## config.mk

```make
export PLATFORM = sky130hd
export DESIGN_NAME = gray_codec_pipe_flat
export DESIGN_NICKNAME = d
export VERILOG_FILES = /design/src/rtl/gray_codec_pipe_if.sv /design/src/rtl/gray_codec_pipe.sv /design/src/flat_wrapper.sv
export SDC_FILE = /design/constraint.sdc
export NUM_CORES = 1
export LEC_CHECK = 0
export ABC_CLOCK_PERIOD_IN_PS = 3600
export CORE_MARGIN = 4
export CORE_UTILIZATION = 50
export CTS_CLUSTER_DIAMETER = 200
export DETAILED_ROUTE_END_ITERATION = 16
export PLACE_DENSITY = 0.81
export SYNTH_ARGS = -nofsm -noshare
export SYNTH_HDL_FRONTEND = slang
export SYNTH_SLANG_ARGS = --single-unit
```

## constraint.sdc

```tcl
create_clock -name clk -period 3.6 [get_ports clk]
set_clock_uncertainty 0.05 [all_clocks]
set_input_delay 0.72 -clock clk [delete_from_list [all_inputs] [get_ports clk]]
set_output_delay 0.72 -clock clk [all_outputs]
set_load 0.02 [all_outputs]
```

## src/rtl/gray_codec_pipe_if.sv

```systemverilog
// Valid/ready bus for gray_codec_pipe: input word plus mode, output word plus mode.
// out_parity exists only when GRAY_CODEC_PARITY_EN is defined.
interface gray_codec_pipe_if #(
  parameter int WIDTH = 8
);
  logic             in_valid;
  logic             in_ready;
  logic             in_mode;
  logic [WIDTH-1:0] in_data;
  logic             out_valid;
  logic             out_ready;
  logic             out_mode;
  logic [WIDTH-1:0] out_data;

`ifdef GRAY_CODEC_PARITY_EN
  logic             out_parity;

  modport master (
    output in_valid, in_mode, in_data, out_ready,
    input  in_ready, out_valid, out_mode, out_data, out_parity
  );
  modport slave (
    input  in_valid, in_mode, in_data, out_ready,
    output in_ready, out_valid, out_mode, out_data, out_parity
  );
`else
  modport master (
    output in_valid, in_mode, in_data, out_ready,
    input  in_ready, out_valid, out_mode, out_data
  );
  modport slave (
    input  in_valid, in_mode, in_data, out_ready,
    output in_ready, out_valid, out_mode, out_data
  );
`endif
endinterface

```

## src/rtl/gray_codec_pipe.sv

```systemverilog
// Pipelined binary<->Gray converter with valid/ready flow control, mode chosen per word.
// Define GRAY_CODEC_PARITY_EN to add a registered out_parity output.
module gray_codec_pipe #(
  parameter int WIDTH = 8,
  parameter int PIPE  = 2
) (
  input logic              clk,
  input logic              rst,
  gray_codec_pipe_if.slave bus
);
  localparam int CH = (WIDTH + PIPE - 1) / PIPE;

  logic [PIPE-1:0]  v_q;
  logic [PIPE-1:0]  v_d;
  logic [PIPE-1:0]  adv;
  logic [PIPE-1:0]  load;
  logic [PIPE:0]    src_v;
  logic [WIDTH-1:0] data_q [PIPE];
  logic             mode_q [PIPE];

  // Advance chain runs from the sink back to stage 1, so a full pipe still moves.
  always_comb begin
    logic chain;
    adv   = '0;
    chain = bus.out_ready;
    for (int k = PIPE - 1; k >= 0; k--) begin
      adv[k] = !v_q[k] || chain;
      chain  = adv[k];
    end
  end

  always_comb begin
    src_v = {v_q, bus.in_valid};
    v_d   = v_q;
    load  = '0;
    for (int k = 0; k < PIPE; k++) begin
      if (adv[k]) begin
        v_d[k]  = src_v[k];
        load[k] = src_v[k];
      end
    end
  end

  always_ff @(posedge clk) begin
    if (rst) begin
      v_q <= '0;
    end else begin
      v_q <= v_d;
    end
  end

  assign bus.in_ready  = !rst && adv[0];
  assign bus.out_valid = v_q[PIPE-1];
  assign bus.out_data  = data_q[PIPE-1];
  assign bus.out_mode  = mode_q[PIPE-1];

`ifdef GRAY_CODEC_PARITY_EN
  logic parity_q;
  assign bus.out_parity = parity_q;
`endif

  for (genvar gi = 0; gi < PIPE; gi++) begin : g_stage
    // Chunk of bits this stage resolves in Gray->binary mode; HI < 0 means an empty chunk.
    localparam int HI     = WIDTH - 1 - gi * CH;
    localparam int LO_RAW = WIDTH - (gi + 1) * CH;
    localparam int LO     = (LO_RAW < 0) ? 0 : LO_RAW;

    logic [WIDTH-1:0] src_data;
    logic             src_mode;
    logic [WIDTH-1:0] res;
    logic [WIDTH-1:0] data_d;
    logic             mode_d;

    if (gi == 0) begin : g_first
      assign src_data = bus.in_data;
      assign src_mode = bus.in_mode;
    end else begin : g_next
      assign src_data = data_q[gi-1];
      assign src_mode = mode_q[gi-1];
    end

    // Bits above HI are already binary; the lowest of them seeds the running XOR.
    always_comb begin
      logic run;
      res = src_data;
      run = 1'b0;
      if (src_mode) begin
        for (int i = WIDTH - 1; i >= 0; i--) begin
          if (i > HI) begin
            run = src_data[i];
          end else if (i >= LO) begin
            run    = run ^ src_data[i];
            res[i] = run;
          end
        end
      end else if (gi == 0) begin
        res = src_data ^ (src_data >> 1);
      end
    end

    always_comb begin
      data_d = data_q[gi];
      mode_d = mode_q[gi];
      if (load[gi]) begin
        data_d = res;
        mode_d = src_mode;
      end
    end

    always_ff @(posedge clk) begin
      if (rst) begin
        data_q[gi] <= '0;
        mode_q[gi] <= 1'b0;
      end else begin
        data_q[gi] <= data_d;
        mode_q[gi] <= mode_d;
      end
    end

`ifdef GRAY_CODEC_PARITY_EN
    if (gi == PIPE - 1) begin : g_parity
      logic parity_d;

      always_comb begin
        parity_d = parity_q;
        if (load[gi]) begin
          parity_d = ^res;
        end
      end

      always_ff @(posedge clk) begin
        if (rst) begin
          parity_q <= 1'b0;
        end else begin
          parity_q <= parity_d;
        end
      end
    end
`endif
  end
endmodule
```

## src/flat_wrapper.sv

```systemverilog
// flat-port wrapper written by rule: the top's interface ports become plain ports
module gray_codec_pipe_flat 
#(
  parameter int WIDTH = 8,
  parameter int PIPE  = 2
)
  (clk, rst, bus_in_valid, bus_in_mode, bus_in_data, bus_out_ready, bus_in_ready, bus_out_valid, bus_out_mode, bus_out_data);
  gray_codec_pipe_if #(.WIDTH(WIDTH)) bus_i ();
  input logic clk;
  input logic rst;
  input wire logic [$bits(bus_i.in_valid)-1:0] bus_in_valid;
  input wire logic [$bits(bus_i.in_mode)-1:0] bus_in_mode;
  input wire logic [$bits(bus_i.in_data)-1:0] bus_in_data;
  input wire logic [$bits(bus_i.out_ready)-1:0] bus_out_ready;
  output wire logic [$bits(bus_i.in_ready)-1:0] bus_in_ready;
  output wire logic [$bits(bus_i.out_valid)-1:0] bus_out_valid;
  output wire logic [$bits(bus_i.out_mode)-1:0] bus_out_mode;
  output wire logic [$bits(bus_i.out_data)-1:0] bus_out_data;
  assign bus_i.in_valid = bus_in_valid;
  assign bus_i.in_mode = bus_in_mode;
  assign bus_i.in_data = bus_in_data;
  assign bus_i.out_ready = bus_out_ready;
  assign bus_in_ready = bus_i.in_ready;
  assign bus_out_valid = bus_i.out_valid;
  assign bus_out_mode = bus_i.out_mode;
  assign bus_out_data = bus_i.out_data;
  gray_codec_pipe #(.WIDTH(WIDTH), .PIPE(PIPE)) u_core (.clk(clk), .rst(rst), .bus(bus_i));
endmodule
```

### Yosys cells after proc, flatten, opt, wreduce, memory -nomap -nowiden

Memory sizes are Yosys's and may differ from the RTL's.
Cells that the tools add are included.

| operators by class | value |
|---|---|
| multiply operators | 0 |
| muxes and demuxes | 23 |
| reduce and logical (&&, ||, !) cells | 6 |
| divide/modulo/power cells | 0 |
| $lt $le $gt $ge | 0 |
| bitwise operators | 12 |
| eq/ne operators | 0 |
| shifts and indexed selects | 0 |
| add/sub/neg operators | 0 |

Operator list:

| cell | number |
|---|---|
| $mux W8 | 4 |
| $mux W1 | 16 |
| $mux W4 | 3 |
| $xor A8 B7 Y8 | 1 |
| $xor A1 B1 Y1 | 7 |
| $or A1 B1 Y1 | 4 |
| $logic_not A1 Y1 | 3 |
| $logic_or A1 B1 Y1 | 2 |
| $logic_and A1 B1 Y1 | 1 |

| word-level totals | value |
|---|---|
| bits in writable memories | 18 |
| latch bits | 0 |
| memories | 2 |
| bits in registers | 2 |
| bits of input ports | 13 |
| ROM bits | 0 |

Memory list:

| memory | depth | width | rd ports | clocked after Yosys merged registers in | write ports | RTL line | RTL |
|---|---|---|---|---|---|---|---|
| u_core.data_q | 2 | 8 | 2 | 0 | 2 | gray_codec_pipe.sv:18 | `logic [WIDTH-1:0] data_q [PIPE];` |
| u_core.mode_q | 2 | 1 | 2 | 0 | 2 | gray_codec_pipe.sv:19 | `logic mode_q [PIPE];` |

### Depth between registers and ports, before layout

| depth | value |
|---|---|
| word-level depth | 11 |
| mapped depth | 6 |
| mapped depth without buffers | 4 |

### Worst setup path before layout

Ideal clock, no wire load.

| path | value |
|---|---|
| kind | input -> output |
| from | in bus_out_ready |
| to | out bus_in_ready |
| stages | 2 |
| path buffers | 0 |
| data required time | 2.830 ns |
| arrival time | 1.173 ns |
| slack | 1.657 ns |
| path through | nand3b_1 -> nor2b_1 |

| between the ends | value |
|---|---|
| word-level cells in the longest chain between the ends | 3 |

Ends and longest elaborated chain:

| item | RTL line | RTL |
|---|---|---|
| from (decl) | flat_wrapper.sv:14 | `input wire logic [$bits(bus_i.out_ready)-1:0] bus_out_ready;` |
| $logic_or A1 B1 Y1 (2 in series) | gray_codec_pipe.sv:27 | `adv[k] = !v_q[k] \|\| chain;` |
| $logic_and A1 B1 Y1 | gray_codec_pipe.sv:52 | `assign bus.in_ready = !rst && adv[0];` |
| to (decl) | flat_wrapper.sv:15 | `output wire logic [$bits(bus_i.in_ready)-1:0] bus_in_ready;` |

Every way passes these cells.

### Worst setup path after layout

Same ends and word-level chain as after synthesis.

==> impl_metrics.tcl <==
set metrics [dict create \
    synth_largest_area_cell "sky130_fd_sc_hd__dfxtp_1" \
    post_cts.repair.setup_buffers 0 \
    cts_hold_buffers 0 \
    route.detailed.vias_per_inst 4.888 \
    muxShareOfSynthArea_pct 3.310 \
    ys_warn_count 0 \
    antenna_found_initial 0 \
    dieArea_um2 2560 \
    worst-r2r-setup-slack_ps 2030 \
    timing.hold.worst_endpoint "u_core.data_q[1][7]" \
    worst-r2r-cell-count 4 \
    cts.clk_slew.worst_paths_ps 120 \
    cp-start-kind "primary input" \
    detail_route.wl_per_cell_um 10.84 \
    drv.max_cap_violation_count 0 \
    floorplan.rows 15 \
    track_usage_pct 14.98 \
    status "finished, final reports clean" \
    ios 24 \
    synth_fa_ha_area_share_pct 0 \
    achievable-frequency_mhz 349.5 \
    p_clk_share_pct 34.9 \
    irDropWorstVdd_v 0.0002517 \
    final.period_utilization_pct 79.47 \
    grtUsageMet3_pct 2.077 \
    drcViolationCount 0 \
    clk_latency_ps 300 \
    synthTopCellsByArea "sky130_fd_sc_hd__dfxtp_1 (44%), sky130_fd_sc_hd__a211oi_1 (7.4%), sky130_fd_sc_hd__xnor2_1 (6.8%)" \
    setup_total_negative_slack_ps 0 \
    power.share.combinational_pct 17.9 \
    tritoncts_clock_tree "yes" \
    post_synthesis_sequential_element_count 20 \
    grtUsageMet1_pct 15.72 \
    power_density_nw_per_um2 433.0 \
    final_layout_size_suffix_gt1_share_pct 4.724 \
    period_needed_ps 2861 \
    syn_area_um2 907.1 \
    gp_congestion 0.7112 \
    path_max_fanout 3 \
    criticalPathCategory "in -> out" \
    hold_viol_final 0 \
    finalWirelength_um 1648 \
    ys_types 20 \
    n_antenna_cell 0 \
    final_hpwl_dp_um 1253 \
    finalMaxSlewViolations 0 \
    grt_pass1_vias 750 \
    cts_resized 0 \
    drtPass1Iterations 4 \
    synth_compound_gate_area_share_pct 12.41 \
    core_area_um2 1727 \
    post_synthesis_sequential_area_ratio_pct 44.14 \
    cts_made_buffers 3 \
    fin_total_pwr_mw 0.5228 \
    cp-end-kind "primary output" \
    synth_simple_gate_area_share_pct 21.24 \
    area_growth_pct 33.10 \
    synth_largest_type_area_fraction_pct 44.14 \
    worst_ep_required_time_ps 2830 \
    worst_flop_to_flop_path_startpoint "u_core.data_q[0][2]" \
    postSynthCellCount 104 \
    clock-sinks 20 \
    globalRouteOverflowTotal 0 \
    port_buffers 23 \
    grt_pass1_wl_um 3001 \
    grt_setup_unrepaired "no" \
    die-height_um 50.60 \
    postSynthNetCount 117 \
    maxSlewHeadroom_pct 62.53 \
    start_util_pct 52.54 \
    hold_path.startpoint "u_core.data_q[1][7]" \
    internal-power_mw 0.3983 \
    total_nets_final 141 \
    finalSetupViolCount 0 \
    timing.rr.end "u_core.data_q[1][0]" \
    largest_family_of_logic_cells_by_synthesized_area "simple AND/OR/NAND/NOR gates" \
    timing.hold.worst.class "reg -> reg" \
    drt.antenna.violating_nets 0 \
    initialDrtViolationCount 3 \
    cts_buffer_depth 2 \
    p_leak_nw 0.4493 \
    hold-path-cell-count 2 \
    final_cell_count_no_fill 152 \
    gr-max-usage-layer "met2" \
    switching_share_pct 23.82 \
    die_width_um 50.60 \
    yosys.area_share.xor_xnor_pct 15.31 \
    design_area_um2 1207 \
    global_route.usage.met2_pct 28.91 \
    root_buffer "sky130_fd_sc_hd__clkbuf_4" \
    placed_cell_area_um2 1155 \
    cts.htree.levels 1 \
    power.share.sequential_pct 47.2 \
    arrival_ps 2090 \
    num_vias 743 \
    largest_net_degree_at_the_start_of_global_routing 21 \
    switchingPower_mw 0.1246 \
    timing_worst_slew_pin_value_ps 562.0 \
    timing.critical_path.from "bus_out_ready" \
    post-place-cells 148 \
    syn_area_per_cell_um2 8.722 \
]
[layout by cell type (no fill, tap or decap)]
cell type / netlist / routed
sky130_fd_sc_hd__nand2b_1: 2 / 2
sky130_fd_sc_hd__buf_4: 0 / 1
sky130_fd_sc_hd__bufinv_16: 0 / 1
sky130_fd_sc_hd__o21ai_0: 1 / 1
sky130_fd_sc_hd__mux2i_1: 3 / 3
sky130_fd_sc_hd__nor2_1: 12 / 12
sky130_fd_sc_hd__nand2_1: 15 / 15
sky130_fd_sc_hd__xor3_2: 1 / 1
sky130_fd_sc_hd__and4_1: 1 / 1
sky130_fd_sc_hd__a211oi_1: 9 / 9
sky130_fd_sc_hd__nand3b_1: 2 / 2
sky130_fd_sc_hd__xor2_1: 6 / 6
sky130_fd_sc_hd__nor2b_1: 5 / 5
sky130_fd_sc_hd__dfxtp_1: 20 / 20
sky130_fd_sc_hd__clkbuf_4: 0 / 3
sky130_fd_sc_hd__clkdlybuf4s50_1: 0 / 23
sky130_fd_sc_hd__a21oi_1: 8 / 8
sky130_fd_sc_hd__inv_1: 3 / 3
sky130_fd_sc_hd__xnor2_1: 7 / 7
sky130_fd_sc_hd__and2_1: 2 / 2
sky130_fd_sc_hd__nor4_1: 1 / 1
sky130_fd_sc_hd__nor3_1: 1 / 1
[through the flow]
stage | utilization, % | hold slack, ps | setup slack (ps)
2_1_floorplan | - | 381.2 | 1657
6_report | 69.93 | 414.1 | 739.2
5_1_grt | 69.93 | 437.1 | 672.7
3_3_place_gp | 66.88 | 394.2 | 793.8
3_5_place_dp | 66.88 | 399.1 | 743.2
4_1_cts | 69.93 | 419.8 | 732.5
[cells in the mapped netlist]
cell type                  instances
sky130_fd_sc_hd__and4_1            1
sky130_fd_sc_hd__inv_1             3
sky130_fd_sc_hd__nor2b_1           5
sky130_fd_sc_hd__nor3_1            1
sky130_fd_sc_hd__xor2_1            6
sky130_fd_sc_hd__nand3b_1          2
sky130_fd_sc_hd__nand2_1          15
sky130_fd_sc_hd__o21ai_0           1
sky130_fd_sc_hd__a211oi_1          9
sky130_fd_sc_hd__nand2b_1          2
sky130_fd_sc_hd__a21oi_1           8
sky130_fd_sc_hd__dfxtp_1          20
sky130_fd_sc_hd__clkbuf_1          3
sky130_fd_sc_hd__and2_1            2
sky130_fd_sc_hd__xor3_2            1
sky130_fd_sc_hd__nor4_1            1
sky130_fd_sc_hd__mux2i_1           3
sky130_fd_sc_hd__nor2_1           12
sky130_fd_sc_hd__xnor2_1           7
sky130_fd_sc_hd__buf_2             2
[how the worst max path moves through the flow]
stage,to,slack (ps),cells after the start
3_3_place_gp,bus_in_ready,790,4
4_1_cts,bus_in_ready,730,4
5_1_grt,bus_in_ready,670,4
3_5_place_dp,bus_in_ready,740,4
2_1_floorplan,bus_in_ready,1660,2
6_report,bus_in_ready,740,4
[flip-flops by register name, summed over array words and instances (netlist names)]
register / cells
u_core.v_q: 2
u_core.mode_q: 2
u_core.data_q: 16
[layout make-up]
type	instances	area [µm²]
Clock buffer	3	22.52
Clock inverter	1	30.03
Fill cell	158	519.2
Inverter	3	11.26
Multi-Input combinational cell	76	474.2
Sequential cell	20	400.4
Tap cell	25	31.28
Timing Repair Buffer	24	237.7
[worst max-delay path, stage by stage]
cell and delay (ps):
sky130_fd_sc_hd__clkdlybuf4s50_1 460, sky130_fd_sc_hd__nand3b_1 140, sky130_fd_sc_hd__nor2b_1 150, sky130_fd_sc_hd__clkdlybuf4s50_1 610
[routing by layer]
layer,vias to the layer above,wire length (µm)
met1,322,690
met4,0,33
met5,-,0
met2,22,821
li1,395,-
met3,4,103
[cells by family (layout without fill, tap and decap cells)]
group / count (synthesis) / in the layout
AND/OR/NAND/NOR: 41 / 41
flip-flops: 20 / 20
AO/OA/AOI/OAI: 18 / 18
XOR/XNOR: 14 / 14
buffers and inverters: 8 / 31
multiplexers: 3 / 3
[power by group through the flow]
stage,clock [mW],combinational (mW),sequential [mW]
global route,0.196,0.104,0.249
detailed placement,0,0.0938,0.252
finish,0.182,0.0936,0.247
CTS,0.186,0.0949,0.247
floorplan,0,0.0525,0.257
global placement,0,0.0914,0.251
No activity file was read; power rests on OpenSTA's default activity.
